**src/rtl/pump_pkg.sv**
```systemverilog
// Shared encodings and limits for the pump timer, its command front end
// and the LCD page.
package pump_pkg;

    typedef enum logic [1:0] {
        S_RUN        = 2'd0,
        S_SET_PERIOD = 2'd1,
        S_SET_ON     = 2'd2,
        S_SET_PUMP   = 2'd3
    } menu_state_e;

    localparam logic [1:0] PUMP_A  = 2'b01;
    localparam logic [1:0] PUMP_B  = 2'b10;
    localparam logic [1:0] PUMP_AB = 2'b11;

    localparam int DEF_PERIOD   = 60;
    localparam int MAX_PERIOD   = 3600;
    localparam int MIN_PERIOD   = 2;
    localparam int DEF_ON       = 5;
    localparam int MAX_ON       = 600;
    localparam int MIN_ON       = 1;
    localparam int DEF_HUM_LOW  = 30;
    localparam int DEF_HUM_HIGH = 40;

    function automatic int stable_cycles(int freq, int ms);
        return freq / 1000 * ms;
    endfunction

endpackage

```
**src/rtl/pump_cmd_controller_btn_debounce.sv**
```systemverilog
// Button synchroniser plus stability counter; emits a 1-clk pulse on an
// accepted rising level only.
module btn_debounce
    import pump_pkg::*;
#(
    parameter int CLOCK_FREQ  = 1_000_000,
    parameter int DEBOUNCE_MS = 20
) (
    input  logic clk,
    input  logic rst_n,
    input  logic btn_raw,
    output logic press
);

    localparam int N  = stable_cycles(CLOCK_FREQ, DEBOUNCE_MS);
    localparam int CW = (N > 1) ? $clog2(N) : 1;

    logic          s1;
    logic          s2;
    logic          stable;
    logic [CW-1:0] cnt;

    // two-flop synchroniser for the asynchronous button
    always_ff @(posedge clk or negedge rst_n) begin
        if (!rst_n) begin
            s1 <= 1'b0;
            s2 <= 1'b0;
        end else begin
            s1 <= btn_raw;
            s2 <= s1;
        end
    end

    // accept a new level once it has held for N cycles; any bounce restarts
    always_ff @(posedge clk or negedge rst_n) begin
        if (!rst_n) begin
            stable <= 1'b0;
            cnt    <= '0;
            press  <= 1'b0;
        end else begin
            press <= 1'b0;
            if (s2 == stable) begin
                cnt <= '0;
            end else if (cnt == CW'(N - 1)) begin
                stable <= s2;
                cnt    <= '0;
                press  <= s2;
            end else begin
                cnt <= cnt + 1'b1;
            end
        end
    end

endmodule

```
**src/rtl/pump_cmd_controller.sv**
```systemverilog
// Menu FSM, config registers and command pulse arbiter for the pump timer.
// Define HUMIDITY_AUTO_EN to enable auto-watering from humidity samples.
module pump_cmd_controller
    import pump_pkg::*;
#(
    parameter int CLOCK_FREQ  = 1_000_000,
    parameter int DEBOUNCE_MS = 20,
    parameter int PERIOD_DEF  = DEF_PERIOD,
    parameter int PERIOD_MAX  = MAX_PERIOD,
    parameter int ON_DEF      = DEF_ON,
    parameter int ON_MAX      = MAX_ON,
    parameter int HUM_LOW     = DEF_HUM_LOW,
    parameter int HUM_HIGH    = DEF_HUM_HIGH
) (
    input  logic        clk,
    input  logic        rst_n,
    input  logic        btn_mode,
    input  logic        btn_up,
    input  logic        btn_down,
    input  logic        btn_force,
    input  logic [7:0]  humidity,
    input  logic        humidity_valid,
    output logic [1:0]  pump_select,
    output logic [31:0] period_seconds,
    output logic [31:0] pulse_on_time,
    output logic        timer_start,
    output logic        force_pulse,
    output logic [1:0]  menu_state,
    output logic        cfg_changed
);

    logic mode_p, up_p, dn_p, force_p;

    btn_debounce #(.CLOCK_FREQ(CLOCK_FREQ), .DEBOUNCE_MS(DEBOUNCE_MS))
        u_db_mode  (.clk(clk), .rst_n(rst_n), .btn_raw(btn_mode),  .press(mode_p));
    btn_debounce #(.CLOCK_FREQ(CLOCK_FREQ), .DEBOUNCE_MS(DEBOUNCE_MS))
        u_db_up    (.clk(clk), .rst_n(rst_n), .btn_raw(btn_up),    .press(up_p));
    btn_debounce #(.CLOCK_FREQ(CLOCK_FREQ), .DEBOUNCE_MS(DEBOUNCE_MS))
        u_db_down  (.clk(clk), .rst_n(rst_n), .btn_raw(btn_down),  .press(dn_p));
    btn_debounce #(.CLOCK_FREQ(CLOCK_FREQ), .DEBOUNCE_MS(DEBOUNCE_MS))
        u_db_force (.clk(clk), .rst_n(rst_n), .btn_raw(btn_force), .press(force_p));

    menu_state_e state, state_nxt;
    logic [1:0]  pump_nxt;
    logic [31:0] per_nxt, on_nxt;
    logic        pend_s, pend_f, pend_s_nxt, pend_f_nxt;
    logic        ts_nxt, fp_nxt, chg_nxt;
    logic        start_req, force_req, edit_up, edit_dn;
    logic        boot0, boot1, boot_fire, auto_fire;

    assign menu_state = state;
    assign boot_fire  = boot0 & ~boot1;
    assign edit_up    = up_p & ~dn_p;
    assign edit_dn    = dn_p & ~up_p;

`ifdef HUMIDITY_AUTO_EN
    logic armed;

    assign auto_fire = humidity_valid && (humidity < 8'(HUM_LOW))
                       && armed && (state == S_RUN);

    // hysteresis: fire once below HUM_LOW, re-arm at or above HUM_HIGH
    always_ff @(posedge clk or negedge rst_n) begin
        if (!rst_n) begin
            armed <= 1'b1;
        end else if (auto_fire) begin
            armed <= 1'b0;
        end else if (humidity_valid && (humidity >= 8'(HUM_HIGH))) begin
            armed <= 1'b1;
        end
    end
`else
    logic unused_hum;

    assign auto_fire  = 1'b0;
    assign unused_hum = ^{humidity, humidity_valid, 8'(HUM_LOW), 8'(HUM_HIGH)};
`endif

    // next state, field edits, command requests and the start-first arbiter
    always_comb begin
        state_nxt = state;
        pump_nxt  = pump_select;
        per_nxt   = period_seconds;
        on_nxt    = pulse_on_time;
        start_req = boot_fire;
        force_req = auto_fire;
        unique case (state)
            S_RUN: begin
                if (mode_p) state_nxt = S_SET_PERIOD;
                if (force_p) force_req = 1'b1;
            end
            S_SET_PERIOD: begin
                if (mode_p) state_nxt = S_SET_ON;
                if (edit_up && period_seconds < 32'(PERIOD_MAX)) begin
                    per_nxt = period_seconds + 32'd1;
                end else if (edit_dn && period_seconds > 32'd2) begin
                    per_nxt = period_seconds - 32'd1;
                    if (pulse_on_time > period_seconds - 32'd2)
                        on_nxt = period_seconds - 32'd2;
                end
            end
            S_SET_ON: begin
                if (mode_p) state_nxt = S_SET_PUMP;
                if (edit_up && pulse_on_time < period_seconds - 32'd1
                    && pulse_on_time < 32'(ON_MAX)) begin
                    on_nxt = pulse_on_time + 32'd1;
                end else if (edit_dn && pulse_on_time > 32'd1) begin
                    on_nxt = pulse_on_time - 32'd1;
                end
            end
            S_SET_PUMP: begin
                if (edit_up) begin
                    if (pump_select == PUMP_A) pump_nxt = PUMP_B;
                    else if (pump_select == PUMP_B) pump_nxt = PUMP_AB;
                end else if (edit_dn) begin
                    if (pump_select == PUMP_AB) pump_nxt = PUMP_B;
                    else if (pump_select == PUMP_B) pump_nxt = PUMP_A;
                end
                if (mode_p) begin
                    state_nxt = S_RUN;
                    start_req = 1'b1;
                    if (force_p) force_req = 1'b1;
                end
            end
            default: state_nxt = S_RUN;
        endcase
        ts_nxt     = pend_s | start_req;
        fp_nxt     = ~ts_nxt & (pend_f | force_req);
        pend_s_nxt = 1'b0;
        pend_f_nxt = ts_nxt & (pend_f | force_req);
        chg_nxt    = (state_nxt != state) || (pump_nxt != pump_select)
                     || (per_nxt != period_seconds)
                     || (on_nxt != pulse_on_time);
    end

    // state, config and command registers
    always_ff @(posedge clk or negedge rst_n) begin
        if (!rst_n) begin
            state          <= S_RUN;
            pump_select    <= PUMP_A;
            period_seconds <= 32'(PERIOD_DEF);
            pulse_on_time  <= 32'(ON_DEF);
            pend_s         <= 1'b0;
            pend_f         <= 1'b0;
            timer_start    <= 1'b0;
            force_pulse    <= 1'b0;
            cfg_changed    <= 1'b0;
            boot0          <= 1'b0;
            boot1          <= 1'b0;
        end else begin
            state          <= state_nxt;
            pump_select    <= pump_nxt;
            period_seconds <= per_nxt;
            pulse_on_time  <= on_nxt;
            pend_s         <= pend_s_nxt;
            pend_f         <= pend_f_nxt;
            timer_start    <= ts_nxt;
            force_pulse    <= fp_nxt;
            cfg_changed    <= chg_nxt;
            boot0          <= 1'b1;
            boot1          <= boot0;
        end
    end

endmodule

```
**config.mk**
```make
export PLATFORM = sky130hd
export DESIGN_NAME = pump_cmd_controller
export DESIGN_NICKNAME = d
export VERILOG_FILES = /design/src/rtl/pump_pkg.sv /design/src/rtl/pump_cmd_controller_btn_debounce.sv /design/src/rtl/pump_cmd_controller.sv
export SDC_FILE = /design/constraint.sdc
export NUM_CORES = 1
export LEC_CHECK = 0
export ABC_AREA = 1
export CORE_ASPECT_RATIO = 0.5
export CORE_MARGIN = 5
export CORE_UTILIZATION = 40
export DETAILED_ROUTE_END_ITERATION = 10
export GPL_ROUTABILITY_DRIVEN = 0
export SETUP_SLACK_MARGIN = 0.05
export SYNTH_ARGS = -nofsm -noshare
export SYNTH_HDL_FRONTEND = slang
export SYNTH_HIERARCHICAL = 1
export SYNTH_SLANG_ARGS = --single-unit
export TNS_END_PERCENT = 10
```
**constraint.sdc**
```tcl
create_clock -name clk -period 3.5 [get_ports clk]
set_input_delay 0.525 -clock clk [delete_from_list [all_inputs] [get_ports clk]]
set_output_delay 0.525 -clock clk [all_outputs]
set_load 0.005 [all_outputs]
```
==> flow_metrics.tcl <==
set metrics [dict create \
    grt_overflow 0 \
    clk_latency_ps 460 \
    dieArea_sq_um 37000 \
    finalHoldViolations 0 \
    syn_inst 1949 \
    r2r_cells 31 \
    cts_made_buffers 17 \
    r2r_start "period_seconds[10]$_DFF_PN0_" \
    ys.flop_type "dfrtp_1" \
    io_pins 86 \
    grt_use_total 0.229 \
    critPathCapture "cfg_changed$_DFF_PN0_" \
    hold_ws_ps 125 \
    drc 0 \
    die_w_um 267 \
    start_util 0.403 \
    wire_per_inst_um 15.7 \
    ys_seq_area_frac 0.285 \
    maxCapViolations 0 \
    grt_max_degree 93 \
    vias 13800 \
    ys_ff_latch 150 \
    numPortBuffers 76 \
    area.growth.synth_to_final_pct 34.2 \
    final_cell_mix "434 x nand2_1, 282 x buf_4, 240 x nor2_1" \
    slew_viol_final 0 \
    synth_nets 2048 \
    drt_wl_total_mm 43.0 \
    crit_start "period_seconds[10]$_DFF_PN0_" \
    synth-edff-count 0 \
    min_period_ps 4010 \
    status "complete, but fails checks" \
    antenna_found_initial 0 \
    cts_buffer_depth 2 \
    p_per_area_nw_per_um2 211 \
    drtPass1Iterations 6 \
    cp.required_ps 3850 \
    antenna_cells 0 \
    cts.sinks 150 \
    drt_iter0_drc 1165 \
    violations "negative setup slack" \
    cts_tree "built" \
    grt_pass1_vias 12900 \
    arrival_ps 4350 \
    hold_path_class "in2async" \
    synth.avg_cell_area_sq_um 6.78 \
    ant_nets 0 \
    finClkSkew_ps 9.41 \
    worstReg2RegEnd "cfg_changed$_DFF_PN0_" \
    nets 2377 \
    timing.fmax_mhz 250 \
    yosys_warnings 6 \
    core.rowCount 47 \
    vdd_drop_max_uv 289 \
    die_h_um 139 \
    path_common_cell "nand2_2" \
    pre_cts_slack_ps -701 \
    finalCritPeriodShare 1.14 \
    clkTransAtPathRegs_ps 70 \
    worst_pin_slew_ps 887 \
    holdBufCountCts 0 \
    cp-start-kind "register" \
    async_reset_ff_frac 1.00 \
    p_leak_uw 0.00951 \
    crit_type "reg2reg" \
    synth_cell_type_count 54 \
    htreeDepth 4 \
    slowest_delay_ps 440 \
    cp_max_fo 7 \
    hpwlAfterDp_mm 32.8 \
    post-route-util 0.540 \
    instances_no_fill 2732 \
    vias_per_cell 5.07 \
    grt_pass1_wl_mm 68.0 \
    cts_root_buffer "clkbuf_16" \
    setup_viol 23 \
    setup_ws_ps -506 \
    dp.cells 2668 \
    layout-drive-gt1-share 0.243 \
    end_kind "register" \
    crit_slowest_cell "dfrtp_2" \
    rsz0062_at_grt "yes" \
    coreArea_sq_um 32800 \
    slew_headroom 0.409 \
    syn-cell-area_sq_um 13200 \
    final_common_cell "nand2_1" \
    r2r_slack_ps -510 \
]
critical path, delay by kind of cell (launching register included):
family	cells	cell delay [ps]
fa+ha+maj	1	290
flops	1	440
buf+inv	7	760
simple gates	22	2220
xor+xnor	1	170
cells by family after synthesis:
family | synth area share
other | 0.000284
adders and majority gates | 0.0795
and+or+nand+nor | 0.365
AOI/OAI and AO/OA | 0.0959
xor gates and xnor gates | 0.0838
DFF | 0.285
buffers and inverters | 0.0904
registers in the layout, summed over array words and instances (netlist names), 2 cells and up:
register and cells:
menu_state 2, period_seconds 32, pulse_on_time 32, pump_select 2, u_db_down/cnt 15, u_db_force/cnt 15, u_db_mode/cnt 15, u_db_up/cnt 15
power breakdown:
group          internal, uW  switching [uW]  leakage [uW]  total [uW]
Combinational          24.7            62.5       0.00720        87.1
Sequential             1750            12.0       0.00203        1760
Clock                   953             936      0.000284        1890
Total                  2730            1010       0.00951        3740
how the worst min path moves through the flow:
stage,endpoint,slack (ps)
finish,u_db_force/cnt[0]$_DFF_PN0_,120
global route,u_db_force/cnt[3]$_DFF_PN0_,210
CTS,u_db_force/cnt[3]$_DFF_PN0_,170
detailed placement,u_db_mode/s2$_DFF_PN0_,340
global placement,u_db_mode/s2$_DFF_PN0_,330
floorplan,boot0$_DFF_PN0_,230
cells in the mapped netlist, types with 5 or more instances:
| master | n | area share |
|---|---|---|
| ha_1 | 84 | 0.080 |
| inv_1 | 203 | 0.058 |
| buf_1 | 5 | 0.0014 |
| o211ai_2 | 8 | 0.0076 |
| xnor2_1 | 6 | 0.0040 |
| nor2_4 | 19 | 0.016 |
| nand4_1 | 56 | 0.027 |
| dfrtp_1 | 143 | 0.27 |
| xor2_1 | 113 | 0.075 |
| buf_6 | 7 | 0.0060 |
| clkbuf_1 | 33 | 0.0094 |
| buf_4 | 5 | 0.0028 |
| nand3_1 | 172 | 0.065 |
| inv_2 | 17 | 0.0048 |
| nand2_1 | 457 | 0.13 |
| o22ai_1 | 8 | 0.0038 |
| buf_2 | 19 | 0.0072 |
| dfstp_2 | 7 | 0.014 |
| nor2_1 | 281 | 0.080 |
| nor3_1 | 39 | 0.015 |
| o21ai_1 | 13 | 0.0049 |
| nand2_2 | 20 | 0.0095 |
| o21a_1 | 6 | 0.0034 |
| o21ai_0 | 77 | 0.029 |
| nor2_2 | 18 | 0.0085 |
| o211ai_1 | 21 | 0.012 |
| a21oi_1 | 69 | 0.026 |
routing by layer:
metal / up-vias / global-route usage / share of wire / wire (um)
met1: 6392 / 0.320 / 0.46 / 19900
met5: - / 0 / 0 / 0
met3: 67 / 0.0417 / 0.064 / 2770
met2: 416 / 0.364 / 0.45 / 19400
met4: 0 / 0.0673 / 0.022 / 935
li1: 6971 / - / - / -
cell type report:
cell class / count / area [sq um]
flip-flops and latches: 150 / 3770
well taps: 441 / 552
clock buffers: 17 / 425
fillers: 3214 / 15100
clock inverters: 15 / 156
inverters: 222 / 841
multi-input cells: 1508 / 8810
repair buffers: 379 / 3180
per-stage QoR:
step | power (uW) | TNS [ps] | cell area (sq um)
detailed placement | 1890 | -4820 | 16300
finish | 3740 | -3000 | 17700
global route | 3870 | -8360 | 17700
global placement | 1880 | -3680 | 16300
floorplan | 1830 | 0 | 13200
CTS | 3790 | -773 | 17200
timing repair:
action,CTS,global route
resized for setup,72,83
endpoints found under the setup margin,33,33
cloned,1,0
setup buffers,9,24
pin swaps,34,61
(Power assumes the default switching activity.)
